File: src/rtl/muldiv_unit.sv
// Iterative RV32M multiply/divide engine for the EX stage.
// Operands are captured through the forwarding mux on the start cycle; the loop runs on magnitudes.
module muldiv_unit #(
  parameter int XLEN = 32,
  parameter int ITER = 32
) (
  input  logic            clk,
  input  logic            rst,
  input  logic            md_start_EX,
  input  logic [2:0]      funct3_EX,
  input  logic [XLEN-1:0] rs1_data_EX,
  input  logic [XLEN-1:0] rs2_data_EX,
  input  logic [XLEN-1:0] fwd_data_MEM,
  input  logic [XLEN-1:0] fwd_data_WB,
  input  logic [1:0]      forwardA,
  input  logic [1:0]      forwardB,
  input  logic            flush_EX,
  input  logic            hold_EX,
  output logic            stall_md,
  output logic            md_valid,
  output logic [XLEN-1:0] md_result,
  output logic            md_busy
);

  // state | meaning
  // IDLE  | waiting for an M instruction in EX
  // CALC  | one shift-add / shift-subtract iteration per cycle
  // DONE  | result presented; held here while hold_EX is set
  typedef enum logic [1:0] {IDLE, CALC, DONE} state_t;

  localparam int CW = $clog2(ITER);
  localparam logic [XLEN-1:0] MIN_NEG = {1'b1, {(XLEN-1){1'b0}}};
  localparam logic [XLEN-1:0] ALL_ONE = {XLEN{1'b1}};

  state_t            state;
  logic [CW-1:0]     cnt;
  logic [2*XLEN-1:0] acc;
  logic [XLEN-1:0]   divisor;
  logic [2:0]        f3_q;
  logic              neg_q;
  logic [XLEN-1:0]   res_q;

  logic [XLEN-1:0] op_a, op_b, mag_a, mag_b, fast_res;
  logic            sgn_a, sgn_b, neg_a, neg_b, is_div, div_zero, div_ovf, fast, neg_in;

  always_comb begin
    op_a = rs1_data_EX;
    op_b = rs2_data_EX;
    case (forwardA)
      2'b01:   op_a = fwd_data_WB;
      2'b10:   op_a = fwd_data_MEM;
      default: op_a = rs1_data_EX;
    endcase
    case (forwardB)
      2'b01:   op_b = fwd_data_WB;
      2'b10:   op_b = fwd_data_MEM;
      default: op_b = rs2_data_EX;
    endcase
  end

  assign sgn_a    = (funct3_EX == 3'b001) | (funct3_EX == 3'b010) |
                    (funct3_EX == 3'b100) | (funct3_EX == 3'b110);
  assign sgn_b    = (funct3_EX == 3'b001) | (funct3_EX == 3'b100) | (funct3_EX == 3'b110);
  assign neg_a    = sgn_a & op_a[XLEN-1];
  assign neg_b    = sgn_b & op_b[XLEN-1];
  assign mag_a    = neg_a ? -op_a : op_a;
  assign mag_b    = neg_b ? -op_b : op_b;
  assign is_div   = funct3_EX[2];
  assign div_zero = (op_b == '0);
  assign div_ovf  = sgn_b & (op_a == MIN_NEG) & (op_b == ALL_ONE);
  assign fast     = is_div & (div_zero | div_ovf);
  // Remainder takes the dividend's sign; product and quotient take the XOR.
  assign neg_in   = (is_div & funct3_EX[1]) ? neg_a : (neg_a ^ neg_b);
  assign fast_res = funct3_EX[1] ? (div_zero ? op_a : '0) : (div_zero ? ALL_ONE : MIN_NEG);

  logic [XLEN:0]     mul_sum, div_shift;
  logic [XLEN-1:0]   div_sub, quo, rem;
  logic              div_ge;
  logic [2*XLEN-1:0] acc_next, prod;
  logic [XLEN-1:0]   fin_res;

  // Upper half is the partial product (multiply) or partial remainder (divide).
  assign mul_sum   = {1'b0, acc[2*XLEN-1:XLEN]} + (acc[0] ? {1'b0, divisor} : '0);
  assign div_shift = {acc[2*XLEN-1:XLEN], acc[XLEN-1]};
  assign div_ge    = (div_shift >= {1'b0, divisor});
  assign div_sub   = div_shift[XLEN-1:0] - divisor;
  assign acc_next  = f3_q[2] ?
                     {(div_ge ? div_sub : div_shift[XLEN-1:0]), acc[XLEN-2:0], div_ge} :
                     {mul_sum, acc[XLEN-1:1]};
  assign prod      = neg_q ? -acc_next : acc_next;
  assign quo       = acc_next[XLEN-1:0];
  assign rem       = acc_next[2*XLEN-1:XLEN];

  always_comb begin
    fin_res = '0;
    case (f3_q)
      3'b000:                 fin_res = prod[XLEN-1:0];
      3'b001, 3'b010, 3'b011: fin_res = prod[2*XLEN-1:XLEN];
      3'b100, 3'b101:         fin_res = neg_q ? -quo : quo;
      default:                fin_res = neg_q ? -rem : rem;
    endcase
  end

  always_ff @(posedge clk) begin
    if (rst) begin
      state   <= IDLE;
      cnt     <= '0;
      acc     <= '0;
      divisor <= '0;
      f3_q    <= '0;
      neg_q   <= 1'b0;
      res_q   <= '0;
    end else begin
      case (state)
        IDLE: begin
          if (md_start_EX && !flush_EX) begin
            acc     <= {{XLEN{1'b0}}, mag_a};
            divisor <= mag_b;
            f3_q    <= funct3_EX;
            neg_q   <= neg_in;
            cnt     <= CW'(ITER - 1);
            if (fast) begin
              res_q <= fast_res;
              state <= DONE;
            end else begin
              state <= CALC;
            end
          end
        end
        CALC: begin
          if (flush_EX) begin
            state <= IDLE;
          end else begin
            acc <= acc_next;
            cnt <= cnt - 1'b1;
            if (cnt == '0) begin
              res_q <= fin_res;
              state <= DONE;
            end
          end
        end
        DONE: begin
          if (flush_EX || !hold_EX) state <= IDLE;
        end
        default: state <= IDLE;
      endcase
    end
  end

  assign stall_md  = ((state == IDLE) & md_start_EX & ~flush_EX) | (state == CALC);
  assign md_valid  = (state == DONE) & ~flush_EX;
  assign md_result = md_valid ? res_q : '0;
  assign md_busy   = (state != IDLE);

endmodule

File: config.mk
export PLATFORM = sky130hd
export DESIGN_NAME = muldiv_unit
export DESIGN_NICKNAME = d
export VERILOG_FILES = /design/src/rtl/muldiv_unit.sv
export SDC_FILE = /design/constraint.sdc
export NUM_CORES = 1
export LEC_CHECK = 0
export CAP_MARGIN = 30
export CORE_UTILIZATION = 49
export CTS_BUF_LIST = sky130_fd_sc_hd__clkbuf_16
export DETAILED_ROUTE_END_ITERATION = 16
export DONT_BUFFER_PORTS = 1
export PLACE_DENSITY = 0.66
export SLEW_MARGIN = 10
export SYNTH_ARGS = -nofsm -noshare
export SYNTH_HDL_FRONTEND = slang
export SYNTH_SLANG_ARGS = --single-unit
File: constraint.sdc
create_clock -name clk -period 6.62 [get_ports clk]
set_clock_uncertainty 0.05 [all_clocks]
set_input_delay 1.986 -clock clk [delete_from_list [all_inputs] [get_ports clk]]
set_output_delay 1.986 -clock clk [all_outputs]
set_load 0.03 [all_outputs]
Word level (Yosys, flattened, before mapping)
Index checks and enable logic that the tools add are counted.
- add/subtract/negate cells: 8
- order comparisons: 1
- equality and inequality tests: 23
- muxes and demuxes: 33
- bitwise operators: 18
- reduce and logical (&&, ||, !) cells: 16
- operators with widths (operator ; count):
    2-to-1 mux 32 bit ; 13
    2-to-1 mux 64 bit ; 4
    case mux 32 bit (2 select lines) ; 3
    negator 32 bit ; 4
    case mux 64 bit (2 select lines) ; 1
    case mux 32 bit (3 select lines) ; 1
    equality test 32 bit, second input constant ; 2
    negator 64 bit ; 1
    adder 32 x 32 -> 33 bit ; 1
    >= comparator 33 x 32 -> 1 bit ; 1
    zero test 32 bit ; 1
    subtractor 32 bit ; 1
    2-to-1 mux 31 bit ; 1
    equality test 3 bit, second input constant ; 4
    2-to-1 mux 2 bit ; 5
    2-to-1 mux 5 bit ; 2
    != test 2 bit, second input constant ; 5
    case mux 5 bit (2 select lines) ; 1
    AND 1 bit ; 9
    equality test 3 x 2 -> 1 bit, second input constant ; 3
    bitwise OR 1 bit ; 7
    equality test 2 x 1 -> 1 bit, second input constant ; 3
    equality test 2 bit, second input constant ; 3
    equality test 3 x 1 -> 1 bit, second input constant ; 2
    other kinds (18) ; 21
- register bits: 139
- input port bits: 140

Logic depth before layout (Yosys ltp)
- depth in word-level cells: 10
- mapped depth: 22

Least setup slack after synthesis
Ideal clock, no wire load.
- path type: in2reg
- start point: input forwardB[0]
- end point: register res_q[20]
- library setup time: 0.137 ns
- arrival: 6.056 ns
- required time: 6.433 ns
- setup slack: 0.377 ns
- stages: 18
- cell sequence: inv_1 -> ha_1 -> clkbuf_1 -> clkbuf_1 -> clkbuf_1 -> a221o_1 -> o21ai_1 -> ha_1 -> o221ai_1 -> nand4b_1 -> nor4_1 -> nand3_1 -> o31ai_1 -> a21oi_1 -> a211oi_2 -> clkbuf_1 -> clkbuf_1 -> a31oi_1
- cells in the longest elaborated chain, start to end: 8
- ends and longest elaborated chain (item ; line ; RTL):
    start: declaration ; 16 ; input logic [1:0] forwardB,
    equality test 2 bit or equality test 2 x 1 -> 1 bit (tied branches) ; 54 ; case (forwardB)
    case mux 32 bit (2 select lines) * ; 54 ;
    equality test 32 bit or zero test 32 bit (tied branches) ; 70, 69 ;
    AND 1 bit, or another cell as far along ; 70 ; assign div_ovf = sgn_b & (op_a == MIN_NEG) & (op_b == ALL_ONE);
    bitwise OR 1 bit or 2-to-1 mux 32 bit (tied branches) ; 71, 74 ;
    AND 1 bit or 2-to-1 mux 32 bit (tied branches) ; 71, 122 ;
    != test 2 bit (no source line) or 2-to-1 mux 32 bit (tied branches) ; n/a ;
    AND reduction 5 bit (no source line) or case mux 32 bit (2 select lines) (tied branches) ; n/a ;
    end signal: assignment ; 123 ; res_q <= fast_res;
    end signal: assignment ; 137 ; res_q <= fin_res;
    end: declaration ; 41 ; logic [XLEN-1:0] res_q;
Mark *: on every way between the ends. The rest lies on a longest branch, timed or not. The select of a mux whose other input is x is not followed.
A chain may end at the register's enable or synchronous reset.

Worst setup path in the final report
- start point: input forwardA[0]
- end point: register res_q[28]
- cells in the longest elaborated chain, start to end: 9
- ends and longest elaborated chain (item ; line ; RTL):
    start: declaration ; 15 ; input logic [1:0] forwardA,
    equality test 2 bit or equality test 2 x 1 -> 1 bit (tied branches) ; 49 ; case (forwardA)
    case mux 32 bit (2 select lines) * ; 49 ;
    equality test 32 bit ; 70 ;
    AND 1 bit (2 in series) ; 70 ;
    bitwise OR 1 bit ; 71 ; assign fast = is_div & (div_zero | div_ovf);
    AND 1 bit ; 71 ;
    != test 2 bit (no source line) ; n/a ;
    AND reduction 5 bit (no source line) ; n/a ;
Marked as above.

==> tab_implementation.tex <==
\begin{tabular}{lr}
\hline
Metric & Value \\
\hline
\multicolumn{2}{l}{\textbf{Outcome}} \\
Result of the run & completed \\
\multicolumn{2}{l}{\textbf{Power and ir drop}} \\
P per Cell Area & 265 nW/um\^{}2 \\
Worst IR Drop VDD & 0.159 mV \\
LEAKAGE & 6.90 nW \\
\multicolumn{2}{l}{\textbf{Hold path}} \\
Tightest Hold Check Type & reg2reg \\
Worst hold start & acc[28] \\
\multicolumn{2}{l}{\textbf{CTS}} \\
Post-CTS Repair Setup Buffers & 0 \\
Total clock buffers created by CTS & 17 \\
CTS sink count & 139 \\
Clock tree buffer depth & 2 \\
Skew-Pair Late Insertion Delay & 450 ps \\
Clock root buffer & sky130\_fd\_sc\_hd\_\_clkbuf\_16 \\
Hold buffer count at cts & 0 \\
CTS clk-pin slew, worst paths & 70 ps \\
CTS HTree Levels & 4 \\
CTS resizes & 0 \\
TritonCTS clock tree & done \\
\multicolumn{2}{l}{\textbf{Synth}} \\
Number of standard cells after synthesis & approximately 2400 \\
Synthesized-area fraction occupied by adder cells & 0.0578 \\
Xor and xnor fraction of the mapped netlist area & 0.0719 \\
Compound-gate portion of the synthesized area & 0.365 \\
Share of synthesized area spent on multiplexers & 0.0337 \\
Post-Synthesis Cell Area & 16900 um\^{}2 \\
Share of synthesized registers carrying an async set or reset & 0 \\
Post-Synth Simple-Gate Area & 0.248 \\
Main combinational cell family by area after synthesis & compound AO/OA/AOI/OAI gates \\
Post-synthesis sequential area ratio & 0.164 \\
Main synth FF type & sky130\_fd\_sc\_hd\_\_dfxtp\_1 \\
Number of unique standard cell types used by synthesis & 97 \\
Register bit count reported by yosys & 139 \\
Post-synth net total & 2645 \\
Mean area per synthesized cell & 6.97 um\^{}2 \\
Post-synth EDFFs & 0 \\
Yosys warnings & 0 \\
\multicolumn{2}{l}{\textbf{Job}} \\
Count of maximum capacitance violations & 0 \\
\multicolumn{2}{l}{\textbf{Critical path}} \\
Worst reg2reg path startpoint & divisor[30] \\
Crit path launch & forwardA[0] \\
Setup crit start kind & input port \\
Type of destination of the critical path & register \\
Category of the critical setup timing path & in2reg \\
Data arrival, critical path & 6460 ps \\
Crit path max fanout & 24 \\
Data required time of the worst path & 6920 ps \\
\multicolumn{2}{l}{\textbf{Floorplan}} \\
Die Ht & 188 um \\
Initial standard-cell utilization of the core & 0.501 \\
Placeable core region & roughly 34000 um\^{}2 \\
Io pins & about 180 \\
Number of standard-cell rows in the floorplan & 67 \\
Die area & 35300 um\^{}2 \\
Floorplan die width & 188 um \\
\multicolumn{2}{l}{\textbf{Placement}} \\
Placed wire-length estimate after detailed placement & about 61000 um \\
Number of input and output port buffers inserted & 0 \\
Global placement routability congestion & approximately 1.2 \\
\multicolumn{2}{l}{\textbf{STA}} \\
Min Tclk post-route & 6160 ps \\
Tcrit/Tclk final & 0.930 \\
Hold violation count in the final report & 0 \\
Transition at the pin with the smallest max-transition slack & 1030 ps \\
Unrepaired setup endpoints after global routing & false \\
Total Negative Setup Slacks & 0 ps \\
Setup violation total in the final timing report & 0 \\
Max-slew violations & 0 \\
Peak Freq & 0.162 GHz \\
Relative slew slack & 0.304 \\
\multicolumn{2}{l}{\textbf{Routing}} \\
1st-pass router iterations & 6 \\
Detail-routed net length per standard cell & 27.4 um \\
Drt total wl & between 70000 and 80000 um \\
DRC viols & 0 \\
Routed vias & 19893 \\
Residual antenna-violating net count after detailed routing & 0 \\
First-iteration detailed-routing DRC count & 2619 \\
Via density per instance & 7.00 \\
\multicolumn{2}{l}{\textbf{Final layout}} \\
Proportion of layout cells with a drive suffix above 1 & 0.0805 \\
Core Util, Final & 0.539 \\
Highest-count cells in the layout ignoring fill and taps & 241 x sky130\_fd\_sc\_hd\_\_nand2\_1, 220 x sky130\_fd\_sc\_hd\_\_a21oi\_1, 201 x sky130\_fd\_sc\_hd\_\_nor2\_1 \\
Most common cell after layout, fill and taps aside & sky130\_fd\_sc\_hd\_\_nand2\_1 \\
Fillers & 3381 \\
Syn-to-layout area delta & 7.67\% \\
Total number of nets in the final design & 2591 \\
\multicolumn{2}{l}{\textbf{Global routing}} \\
Final global-route overflow total & 0 \\
First-pass GRT wire length & 115000 um \\
Maximum number of pins on one net before global-route repair & 126 \\
Overall Global Routing Usage & 0.429 \\
Vias in the first global route & 18248 \\
Initial antenna violation count & 8 \\
\hline
\end{tabular}
registers in the layout, indices dropped and copies added (netlist names):
signal   count
acc         64
neg_q        1
cnt          5
f3_q         3
divisor     32
res_q       32
state        2
final timing paths:
kind | cells past startpoint | end | slack [ps]
hold reg to reg | 2 | acc[28] | 420
hold / removal | 2 | acc[28] | 420
setup reg to reg | 15 | res_q[21] | 820
setup / recovery | 14 | res_q[28] | 460
metal layers:
metal / GRT usage / vias to the layer above / share of wire
met3: 0.112 / 219 / 0.12
li1: - / 9044 / -
met5: 0 / - / 0.00017
met4: 0.220 / 2 / 0.058
met1: 0.534 / 9380 / 0.39
met2: 0.678 / 1248 / 0.44
logic make-up after synthesis:
family	after synthesis
buffers and inverters	255
AO/OA/AOI/OAI	910
XOR/XNOR	139
AND/OR/NAND/NOR	852
multiplexers	56
flip-flops	139
adder cells (fa/ha/maj)	77
power by group:
| part | internal [mW] | switching, mW |
|---|---|---|
| clock network | 0.578 | 0.432 |
| registers | 0.948 | 0.134 |
| logic | 0.919 | 1.82 |
| total | 2.45 | 2.39 |
cell usage after synthesis, types with 11 or more instances:
master                     instances  share of area
sky130_fd_sc_hd__or2_2            16         0.0059
sky130_fd_sc_hd__a21o_1           32          0.014
sky130_fd_sc_hd__o31ai_1          21         0.0093
sky130_fd_sc_hd__a22oi_1          38          0.017
sky130_fd_sc_hd__o311ai_0         14         0.0072
sky130_fd_sc_hd__nor4_1           24         0.0089
sky130_fd_sc_hd__a21oi_1         220          0.065
sky130_fd_sc_hd__nor2b_1          19         0.0070
sky130_fd_sc_hd__a31oi_1          48          0.018
sky130_fd_sc_hd__o21ai_1          14         0.0041
sky130_fd_sc_hd__a211oi_1         60          0.027
sky130_fd_sc_hd__dfxtp_1         139           0.16
sky130_fd_sc_hd__nand2_1         241          0.053
sky130_fd_sc_hd__nand2b_1         14         0.0052
sky130_fd_sc_hd__or3_1            29          0.011
sky130_fd_sc_hd__o211ai_1         40          0.018
sky130_fd_sc_hd__a221oi_1         19         0.0098
sky130_fd_sc_hd__mux2i_1          48          0.028
sky130_fd_sc_hd__xor2_1           47          0.024
sky130_fd_sc_hd__or4_1            13         0.0058
sky130_fd_sc_hd__a211o_1          14         0.0072
sky130_fd_sc_hd__inv_1            78          0.017
sky130_fd_sc_hd__o41ai_1          11         0.0057
sky130_fd_sc_hd__nand4_1          33          0.012
sky130_fd_sc_hd__nor3_1           51          0.015
sky130_fd_sc_hd__nand3_1          57          0.017
sky130_fd_sc_hd__xnor2_1          92          0.048
sky130_fd_sc_hd__nor2_1          203          0.045
sky130_fd_sc_hd__o21ai_0         181          0.054
sky130_fd_sc_hd__buf_1            12         0.0027
sky130_fd_sc_hd__buf_2            16         0.0047
sky130_fd_sc_hd__and3_1           28          0.010
sky130_fd_sc_hd__and2_1           84          0.031
sky130_fd_sc_hd__ha_1             75          0.055
sky130_fd_sc_hd__clkbuf_1        146          0.032
sky130_fd_sc_hd__o21a_1           22         0.0098
sky130_fd_sc_hd__a221o_1          55          0.033
metrics by stage:
| step | total power [mW] | hold slack, ps | cell area, um^2 | setup WS, ps | std cells |
|---|---|---|---|---|---|
| 4_1_cts | 4.70 | 416 | 18200 | 605 | 2831 |
| 2_1_floorplan | 2.83 | 390 | 16900 | 377 | 2428 |
| 6_report | 4.83 | 422 | 18200 | 461 | 2843 |
| 3_3_place_gp | 3.66 | 406 | 17500 | 214 | 2793 |
| 3_5_place_dp | 3.70 | 409 | 17600 | 161 | 2800 |
| 5_1_grt | 5.04 | 431 | 18200 | 153 | 2840 |
layout make-up:
class	count	area, um^2	area share
Timing Repair Buffer	103	776	0.0426
Sequential cell	139	2790	0.153
Antenna cell	9	22.5	0.00124
Multi-Input combinational cell	2034	13200	0.724
Clock inverter	13	144	0.00790
Inverter	79	297	0.0163
Tap cell	448	561	0.0308
Clock buffer	18	450	0.0247
worst max-delay path, stage by stage:
cell and delay, ps:
sky130_fd_sc_hd__inv_1 20, sky130_fd_sc_hd__ha_1 300, sky130_fd_sc_hd__inv_1 200, sky130_fd_sc_hd__o21ai_0 840
sky130_fd_sc_hd__nand4_1 280, sky130_fd_sc_hd__or3_1 500, sky130_fd_sc_hd__or3_1 430, sky130_fd_sc_hd__o31ai_1 360
sky130_fd_sc_hd__a21oi_1 250, sky130_fd_sc_hd__a211oi_4 330, sky130_fd_sc_hd__buf_4 350, sky130_fd_sc_hd__o21ai_0 120
sky130_fd_sc_hd__a41o_1 240, sky130_fd_sc_hd__o32ai_1 250
Note: power is estimated with default switching activity, not from simulation.
